==> src/rtl/memory_board_ctrl.sv <==
// Memory-game board controller: cursor, two-pick reveal/compare turn engine,
// per-cell status/owner and per-player scores for a whole board of tiles.
module memory_board_ctrl #(
    parameter int NUM_CELLS   = 16,
    parameter int LABEL_W     = 4,
    parameter int NUM_PLAYERS = 2,
    parameter int HOLD_CYCLES = 4,
    parameter int SCORE_W     = 4,
    localparam int IDX_W = $clog2(NUM_CELLS),
    localparam int PW    = (NUM_PLAYERS > 2) ? $clog2(NUM_PLAYERS) : 1
) (
    input  logic                           clk_Temp,
    input  logic                           rst,
    input  logic                           move,
    input  logic                           select,
    input  logic [NUM_CELLS*LABEL_W-1:0]   labels,
    output logic [2*NUM_CELLS-1:0]         cell_status,
    output logic [PW*NUM_CELLS-1:0]        cell_owner,
    output logic [IDX_W-1:0]               cursor,
    output logic [PW-1:0]                  player,
    output logic [SCORE_W*NUM_PLAYERS-1:0] scores,
    output logic                           busy,
    output logic                           game_over
);

    // state   | meaning
    // PICK1   | waiting for the first tile of a turn
    // PICK2   | first tile revealed, waiting for the second
    // COMPARE | one cycle: compare the two picked labels
    // HOLD    | mismatched pair stays visible for HOLD_CYCLES cycles
    // DONE    | every tile matched, board frozen until reset
    typedef enum logic [2:0] {PICK1, PICK2, COMPARE, HOLD, DONE} state_t;

    localparam logic [1:0] ST_HIDDEN   = 2'd0;
    localparam logic [1:0] ST_REVEALED = 2'd1;
    localparam logic [1:0] ST_MATCHED  = 2'd2;
    localparam int HCW = $clog2(HOLD_CYCLES + 1);
    localparam logic [SCORE_W-1:0] SCORE_MAX = '1;

    state_t r_state, w_state_nxt;
    logic [1:0]         r_status [NUM_CELLS];
    logic [PW-1:0]      r_owner  [NUM_CELLS];
    logic [SCORE_W-1:0] r_scores [NUM_PLAYERS];
    logic [IDX_W-1:0]   r_cursor, r_first, r_second;
    logic [PW-1:0]      r_player;
    logic [HCW-1:0]     r_hold_cnt;
    logic               r_busy, r_game_over;

    logic w_sel_hidden, w_labels_eq, w_last_pair;
    logic w_reveal, w_latch_first, w_latch_second, w_match, w_load_hold, w_unhide;

    assign w_sel_hidden = (r_status[r_cursor] == ST_HIDDEN);
    assign w_labels_eq  = (labels[r_first*LABEL_W +: LABEL_W] == labels[r_second*LABEL_W +: LABEL_W]);

    // True when the pair under comparison is the last one left unmatched.
    always_comb begin
        w_last_pair = 1'b1;
        for (int i = 0; i < NUM_CELLS; i++) begin
            if (r_status[i] != ST_MATCHED && IDX_W'(i) != r_first && IDX_W'(i) != r_second)
                w_last_pair = 1'b0;
        end
    end

    always_comb begin
        w_state_nxt    = r_state;
        w_reveal       = 1'b0;
        w_latch_first  = 1'b0;
        w_latch_second = 1'b0;
        w_match        = 1'b0;
        w_load_hold    = 1'b0;
        w_unhide       = 1'b0;
        case (r_state)
            PICK1: begin
                if (select && w_sel_hidden) begin
                    w_reveal      = 1'b1;
                    w_latch_first = 1'b1;
                    w_state_nxt   = PICK2;
                end
            end
            PICK2: begin
                if (select && w_sel_hidden && r_cursor != r_first) begin
                    w_reveal       = 1'b1;
                    w_latch_second = 1'b1;
                    w_state_nxt    = COMPARE;
                end
            end
            COMPARE: begin
                if (w_labels_eq) begin
                    w_match     = 1'b1;
                    w_state_nxt = w_last_pair ? DONE : PICK1;
                end else begin
                    w_load_hold = 1'b1;
                    w_state_nxt = HOLD;
                end
            end
            HOLD: begin
                if (r_hold_cnt == HCW'(1)) begin
                    w_unhide    = 1'b1;
                    w_state_nxt = PICK1;
                end
            end
            DONE:    w_state_nxt = DONE;
            default: w_state_nxt = PICK1;
        endcase
    end

    always_ff @(posedge clk_Temp) begin
        if (rst) begin
            r_state     <= PICK1;
            r_busy      <= 1'b0;
            r_game_over <= 1'b0;
        end else begin
            r_state     <= w_state_nxt;
            r_busy      <= (w_state_nxt == COMPARE) || (w_state_nxt == HOLD);
            r_game_over <= (w_state_nxt == DONE);
        end
    end

    always_ff @(posedge clk_Temp) begin
        if (rst) begin
            r_cursor   <= '0;
            r_first    <= '0;
            r_second   <= '0;
            r_player   <= '0;
            r_hold_cnt <= '0;
            for (int i = 0; i < NUM_CELLS; i++) begin
                r_status[i] <= ST_HIDDEN;
                r_owner[i]  <= '0;
            end
            for (int p = 0; p < NUM_PLAYERS; p++)
                r_scores[p] <= '0;
        end else begin
            if (move && r_state != DONE)
                r_cursor <= (r_cursor == IDX_W'(NUM_CELLS - 1)) ? '0 : r_cursor + IDX_W'(1);
            if (w_reveal)
                r_status[r_cursor] <= ST_REVEALED;
            if (w_latch_first)
                r_first <= r_cursor;
            if (w_latch_second)
                r_second <= r_cursor;
            if (w_match) begin
                r_status[r_first]  <= ST_MATCHED;
                r_status[r_second] <= ST_MATCHED;
                r_owner[r_first]   <= r_player;
                r_owner[r_second]  <= r_player;
                if (r_scores[r_player] != SCORE_MAX)
                    r_scores[r_player] <= r_scores[r_player] + SCORE_W'(1);
            end
            if (w_load_hold)
                r_hold_cnt <= HCW'(HOLD_CYCLES);
            else if (r_state == HOLD)
                r_hold_cnt <= r_hold_cnt - HCW'(1);
            // Mismatch resolved: hide the pair and pass the turn on.
            if (w_unhide) begin
                r_status[r_first]  <= ST_HIDDEN;
                r_status[r_second] <= ST_HIDDEN;
                r_player <= (r_player == PW'(NUM_PLAYERS - 1)) ? '0 : r_player + PW'(1);
            end
        end
    end

    always_comb begin
        cell_status = '0;
        cell_owner  = '0;
        scores      = '0;
        for (int i = 0; i < NUM_CELLS; i++) begin
            cell_status[2*i +: 2]  = r_status[i];
            cell_owner[PW*i +: PW] = r_owner[i];
        end
        for (int p = 0; p < NUM_PLAYERS; p++)
            scores[SCORE_W*p +: SCORE_W] = r_scores[p];
    end

    assign cursor    = r_cursor;
    assign player    = r_player;
    assign busy      = r_busy;
    assign game_over = r_game_over;

endmodule

==> config.mk <==
export PLATFORM = sky130hd
export DESIGN_NAME = memory_board_ctrl
export DESIGN_NICKNAME = d
export VERILOG_FILES = /design/src/rtl/memory_board_ctrl.sv
export SDC_FILE = /design/constraint.sdc
export NUM_CORES = 1
export LEC_CHECK = 0
export CAP_MARGIN = 20
export CORE_UTILIZATION = 27
export DETAILED_ROUTE_END_ITERATION = 10
export PLACE_DENSITY = 0.47
export SYNTH_ARGS = -nofsm -noshare
export SYNTH_HDL_FRONTEND = slang
export SYNTH_SLANG_ARGS = --single-unit
==> constraint.sdc <==
create_clock -name clk_Temp -period 5.39 [get_ports clk_Temp]
set_input_delay 1.078 -clock clk_Temp [delete_from_list [all_inputs] [get_ports clk_Temp]]
set_output_delay 1.078 -clock clk_Temp [all_outputs]
set_load 0.1 [all_outputs]
Word level (Yosys, flattened, before mapping) --
Memory sizes are Yosys's and may differ from the RTL's. A register that Yosys moved wholly into a read port is not among the register bits. Cells that the tools add are included.
Operators by class: add/sub/neg operators 4, multiply operators 0, div/mod/pow operators 0, $lt $le $gt $ge 0, equality and inequality tests 59, shift operators 2, muxes and demuxes 76, bitwise gates (word level) 2, reduce and logical (&&, ||, !) cells 48
Operator list (count):
- 64-bit by 7-bit variable part select with 4-bit output | 2
- 4-bit != test, first input constant | 16
- 1-bit 2-to-1 mux | 53
- 4-bit 2-to-1 mux | 9
- 1-bit logical AND | 35
- 2-bit != test, second input constant | 16
- 3-bit by 4-bit != test with 1-bit output, first input constant | 8
- 3-bit 2-to-1 mux | 7
- 2-bit by 4-bit != test with 1-bit output, first input constant | 4
- 3-bit one-hot mux with 5 select lines | 1
- 3-bit by 2-bit == test with 1-bit output, second input constant | 4
- 2-bit 2-to-1 mux | 5
- 4-bit by 1-bit adder with 4-bit output, second input constant | 2
- 1-bit by 4-bit != test with 1-bit output, first input constant | 2
- 4-bit nonzero test | 2
- 2-bit OR reduction | 4
- 3-bit by 1-bit == test with 1-bit output, second input constant | 2
- 3-bit == test, second input constant | 2
- 4-bit == test | 1
- 4-bit == test, second input constant | 1
- 4-bit != test | 1
- 4-bit != test, second input constant | 1
- 4-bit OR reduction | 1
- 3-bit zero test | 1
- other kinds (9) | 11
Word-level totals: register bits 21, bits in latches 0, bits in writable memories 56, ROM bits 0, output and inout bits 63, word-level logic and storage cells 203, memories 3
Memory list:
- r_status | words 16, width 2, rd ports 17, clocked after Yosys merged registers in 1, wr ports 16, RTL line 41 | logic [1:0] r_status [NUM_CELLS];
- r_owner | words 16, width 1, rd ports 16, clocked after Yosys merged registers in 0, wr ports 16, RTL line 42 | logic [PW-1:0] r_owner [NUM_CELLS];
- r_scores | words 2, width 4, rd ports 3, clocked after Yosys merged registers in 1, wr ports 2, RTL line 43 | logic [SCORE_W-1:0] r_scores [NUM_PLAYERS];

Depth between registers and ports, before layout --
depth after elaboration 24, depth in mapped cells 13, mapped depth without buffers 9

Worst setup path after synthesis --
OpenSTA, ideal clock, no wires.
path type in2reg, from in labels[15], to mem r_status[14][1], enable pin, setup time 0.310 ns, data arrival time 3.164 ns, data required time 5.080 ns, path slack 1.916 ns, cell stages on the path 10, cells stage by stage mux4_2 a22oi_1 nand2_1 xor2_1 nor4_4 a21oi_2 buf_6 buf_6 o22a_1 o21ai_0
RTL lines:
- start, declared | RTL line 16 | input logic [NUM_CELLS*LABEL_W-1:0] labels,
- end, declared | RTL line 41

==> results.py <==
metrics = {
    "placed_design": {
        "routabilityCongestion": 0.828,
        "hpwlAfterDp_um": 13900,
        "placement.io_buffers": 130,
    },
    "grt": {
        "global_route.usage.total_pct": 17.6,
        "number_of_global_route_vias_before_repair": 5159,
        "grt_first_pass_wirelength_um": 28700,
        "grt_start_max_net_pins": 37,
        "antenna_found_initial": 0,
        "globalRouteOverflowTotal": 0,
    },
    "yosys": {
        "post_synth_num_cell_types": 58,
        "synth_cells": 602,
        "synth-main-ff-cell": "dfxtp_1",
        "synthArstFlopShare_pct": 0,
        "postSynthNetCount": 674,
        "synthesis.area_per_instance_um2": 9.24,
        "postSynthRegisterBits": 82,
        "synth_area_mm2": 0.00557,
        "yosys_warnings": 0,
        "synth_top_area_share_pct": 21.6,
        "synth_area_leaders": "edfxtp_1, dfxtp_1, mux4_2, nand2_1, a21oi_1",
        "synth_sequential_area_ratio_pct": 36.7,
        "synth_enable_flop_cells": 40,
        "yosysTopAreaCell": "edfxtp_1",
    },
    "worst_setup_path": {
        "reg_to_reg_start": "r_second[0]$_SDFFE_PP0P_",
        "critPathRequiredTime_ps": 5450,
        "timing.critical_path.to_type": "register",
        "critPathBufInv": 2,
        "critical_path.startpoint_type": "register",
        "critPathArrivalTime_ps": 4490,
        "cell_chain_of_the_critical_path": "buf_4 -> mux4_2 -> a22oi_1 -> nand2_1 -> xor2_1 -> nor4_4 -> a21oi_2 -> buf_4 -> mux2_4 -> a21oi_2 -> nor2_1",
        "reg2regPathDepth": 11,
        "critical_path.max_fanout": 19,
        "critical_path.slowest_cell": "a21oi_2",
        "critPathTopFamily": "compound AO/OA/AOI/OAI gates",
        "crit-reg2reg-capture": "r_status[0][1]$_DFFE_PP_",
        "worst-setup-path-type": "reg -> reg",
        "slowest_delay_ps": 850,
        "ff2ff_setup_slack_ps": 960,
    },
    "final_layout": {
        "final_common_cell": "clkdlybuf4s50_1",
        "final_layout_size_suffix_gt1_share_pct": 11.8,
        "antenna_cells_inserted": 0,
        "post-route-util_pct": 36.4,
        "area_delta_synth_final_pct": 32.4,
        "design.final.nets": 769,
        "layout_common_cells": "clkdlybuf4s50_1, nand2_1, nor2_1, a21oi_1, dfxtp_1",
    },
    "die": {
        "placement_rows": 52,
        "core_area_mm2": 0.0202,
        "fp.dieArea_mm2": 0.0212,
        "die_y_um": 146,
        "initial_core_util_pct": 27.5,
        "io_pins": 131,
        "dieWidth_um": 146,
    },
    "clock_tree": {
        "worst_skew_pair.late_latency_ps": 340,
        "hold_buf_count_cts": 0,
        "cts.repair.resized": 0,
        "post-cts-setup-buffers": 0,
        "cts_tree": "done",
        "clock_tree.root_cell": "clkbuf_16",
        "cts_max_path_buffers": 2,
        "cts_made_buffers": 9,
        "h-tree-depth": 3,
        "clk_transition_reported_paths_ps": 60,
        "cts_sinks": 82,
    },
    "power_and_ir_drop": {
        "max-vdd-ir-drop_uv": 135,
        "pwr_density_cell_mw_per_mm2": 237,
        "power.leakage_nw": 2.54,
    },
    "worst_hold_path": {
        "hold_path_class": "reg -> reg",
        "min_to": "r_status[1][0]$_SDFFE_PP0P_",
        "whs_path_depth": 2,
        "hold_path.startpoint": "r_status[1][0]$_SDFFE_PP0P_",
    },
    "run_status": {
        "result_of_the_run": "finished, final reports clean",
    },
    "route": {
        "first_pass_iters": 5,
        "detailedRoute.firstIterationViolations": 274,
        "dr_total_vias": 5028,
        "ratio_of_routed_vias_to_standard_cells": 5.17,
        "antenna_left": 0,
        "drc": 0,
        "post_drt_wl_per_cell_um": 18.9,
        "finalWirelength_um": 18400,
    },
    "timing": {
        "setup_violations": 0,
        "timing_max_transition_violations_final": 0,
        "max_freq_mhz": 226,
        "hold_violations": 0,
        "period_minus_slack_ps": 4430,
        "setup_repair_after_global_routing_missed_its_margin": "false",
        "final.setup_skew_ps": 8.85,
        "tightest_slew_ps": 1080,
        "finalCritPeriodShare_pct": 82.2,
        "relSlewSlack_pct": 28.3,
        "final.setup.tns_ps": 0,
    },
    "flow_run": {
        "cap_violations": 0,
    },
}
==> synthesized netlist by cell type (11+ instances only) <==
master and number:
nand2b_1 11, o21ai_0 36, inv_1 19, nor2_1 69
xor2_1 12, nor2b_1 11, mux2i_1 13, a22oi_1 16
mux4_2 33, dfxtp_1 42, a21oi_1 58, edfxtp_1 40
nand2_1 78, nor3_1 22, buf_4 17, clkbuf_1 30
==> per-layer routing <==
layer / vias up / global-route usage [%] / share of wire [%]
met5: - / 0 / 0
met4: 0 / 6.21 / 2.5
met3: 31 / 3.89 / 6.9
met2: 222 / 30.4 / 48
met1: 2402 / 21.4 / 42
li1: 2373 / - / -
==> worst min-delay path, stage by stage, from the launching register on <==
cell and delay, ps:
dfxtp_1 330, nand2_1 60, a2bb2oi_1 60
==> logic make-up after synthesis <==
| kind of cell | Yosys count | synth area share, % |
|---|---|---|
| mux | 53 | 17.2 |
| simple gates | 220 | 18.1 |
| flops | 82 | 36.7 |
| buf+inv | 79 | 7.01 |
| fa+ha+maj | 4 | 0.899 |
| compound gates | 151 | 18.1 |
| xor+xnor | 13 | 2.05 |
==> area by class of cell <==
type	instances	area, um2
Fill cell	2065	12900
Tap cell	270	338
Clock buffer	10	229
Inverter	20	75.1
Sequential cell	82	2040
Clock inverter	6	115
Timing Repair Buffer	143	1440
Multi-Input combinational cell	441	3130
==> worst max path at each step <==
stage                                   from                        end  cells past startpoint
CTS                  r_first[0]$_SDFFE_PP0P_   r_status[0][1]$_DFFE_PP_                     10
floorplan                         labels[15]  r_status[14][1]$_DFFE_PP_                     10
global route        r_second[0]$_SDFFE_PP0P_   r_status[0][1]$_DFFE_PP_                     11
detailed placement                labels[45]   r_status[0][1]$_DFFE_PP_                     11
global placement                  labels[45]   r_status[0][1]$_DFFE_PP_                     11
finish              r_second[0]$_SDFFE_PP0P_   r_status[0][1]$_DFFE_PP_                     11
==> stage by stage <==
| step | hold slack, ps | worst slack (ps) | std cells | instance area (um2) | power (W) |
|---|---|---|---|---|---|
| floorplan | 471 | 1920 | 602 | 5570 | 0.000927 |
| global placement | 479 | 667 | 954 | 6970 | 0.00104 |
| detailed placement | 493 | 622 | 954 | 6970 | 0.00104 |
| CTS | 502 | 886 | 970 | 7320 | 0.00176 |
| global route | 526 | 606 | 972 | 7370 | 0.00181 |
| finish | 499 | 962 | 972 | 7370 | 0.00175 |
==> report_power, final <==
group          leakage [nW]  internal, W  switching [W]
clock                 0.163     0.000455       0.000262
combinational          1.62     0.000135       0.000201
sequential            0.753     0.000670      0.0000229
==> state kept, by name, indices dropped and copies added, names as in the netlist, named ones only <==
register,flops
r_status,32
busy,1
r_owner,16
player,1
r_second,4
game_over,1
r_state,3
cursor,4
r_first,4
r_hold_cnt,3
r_scores,8
(Power assumes the default switching activity.)
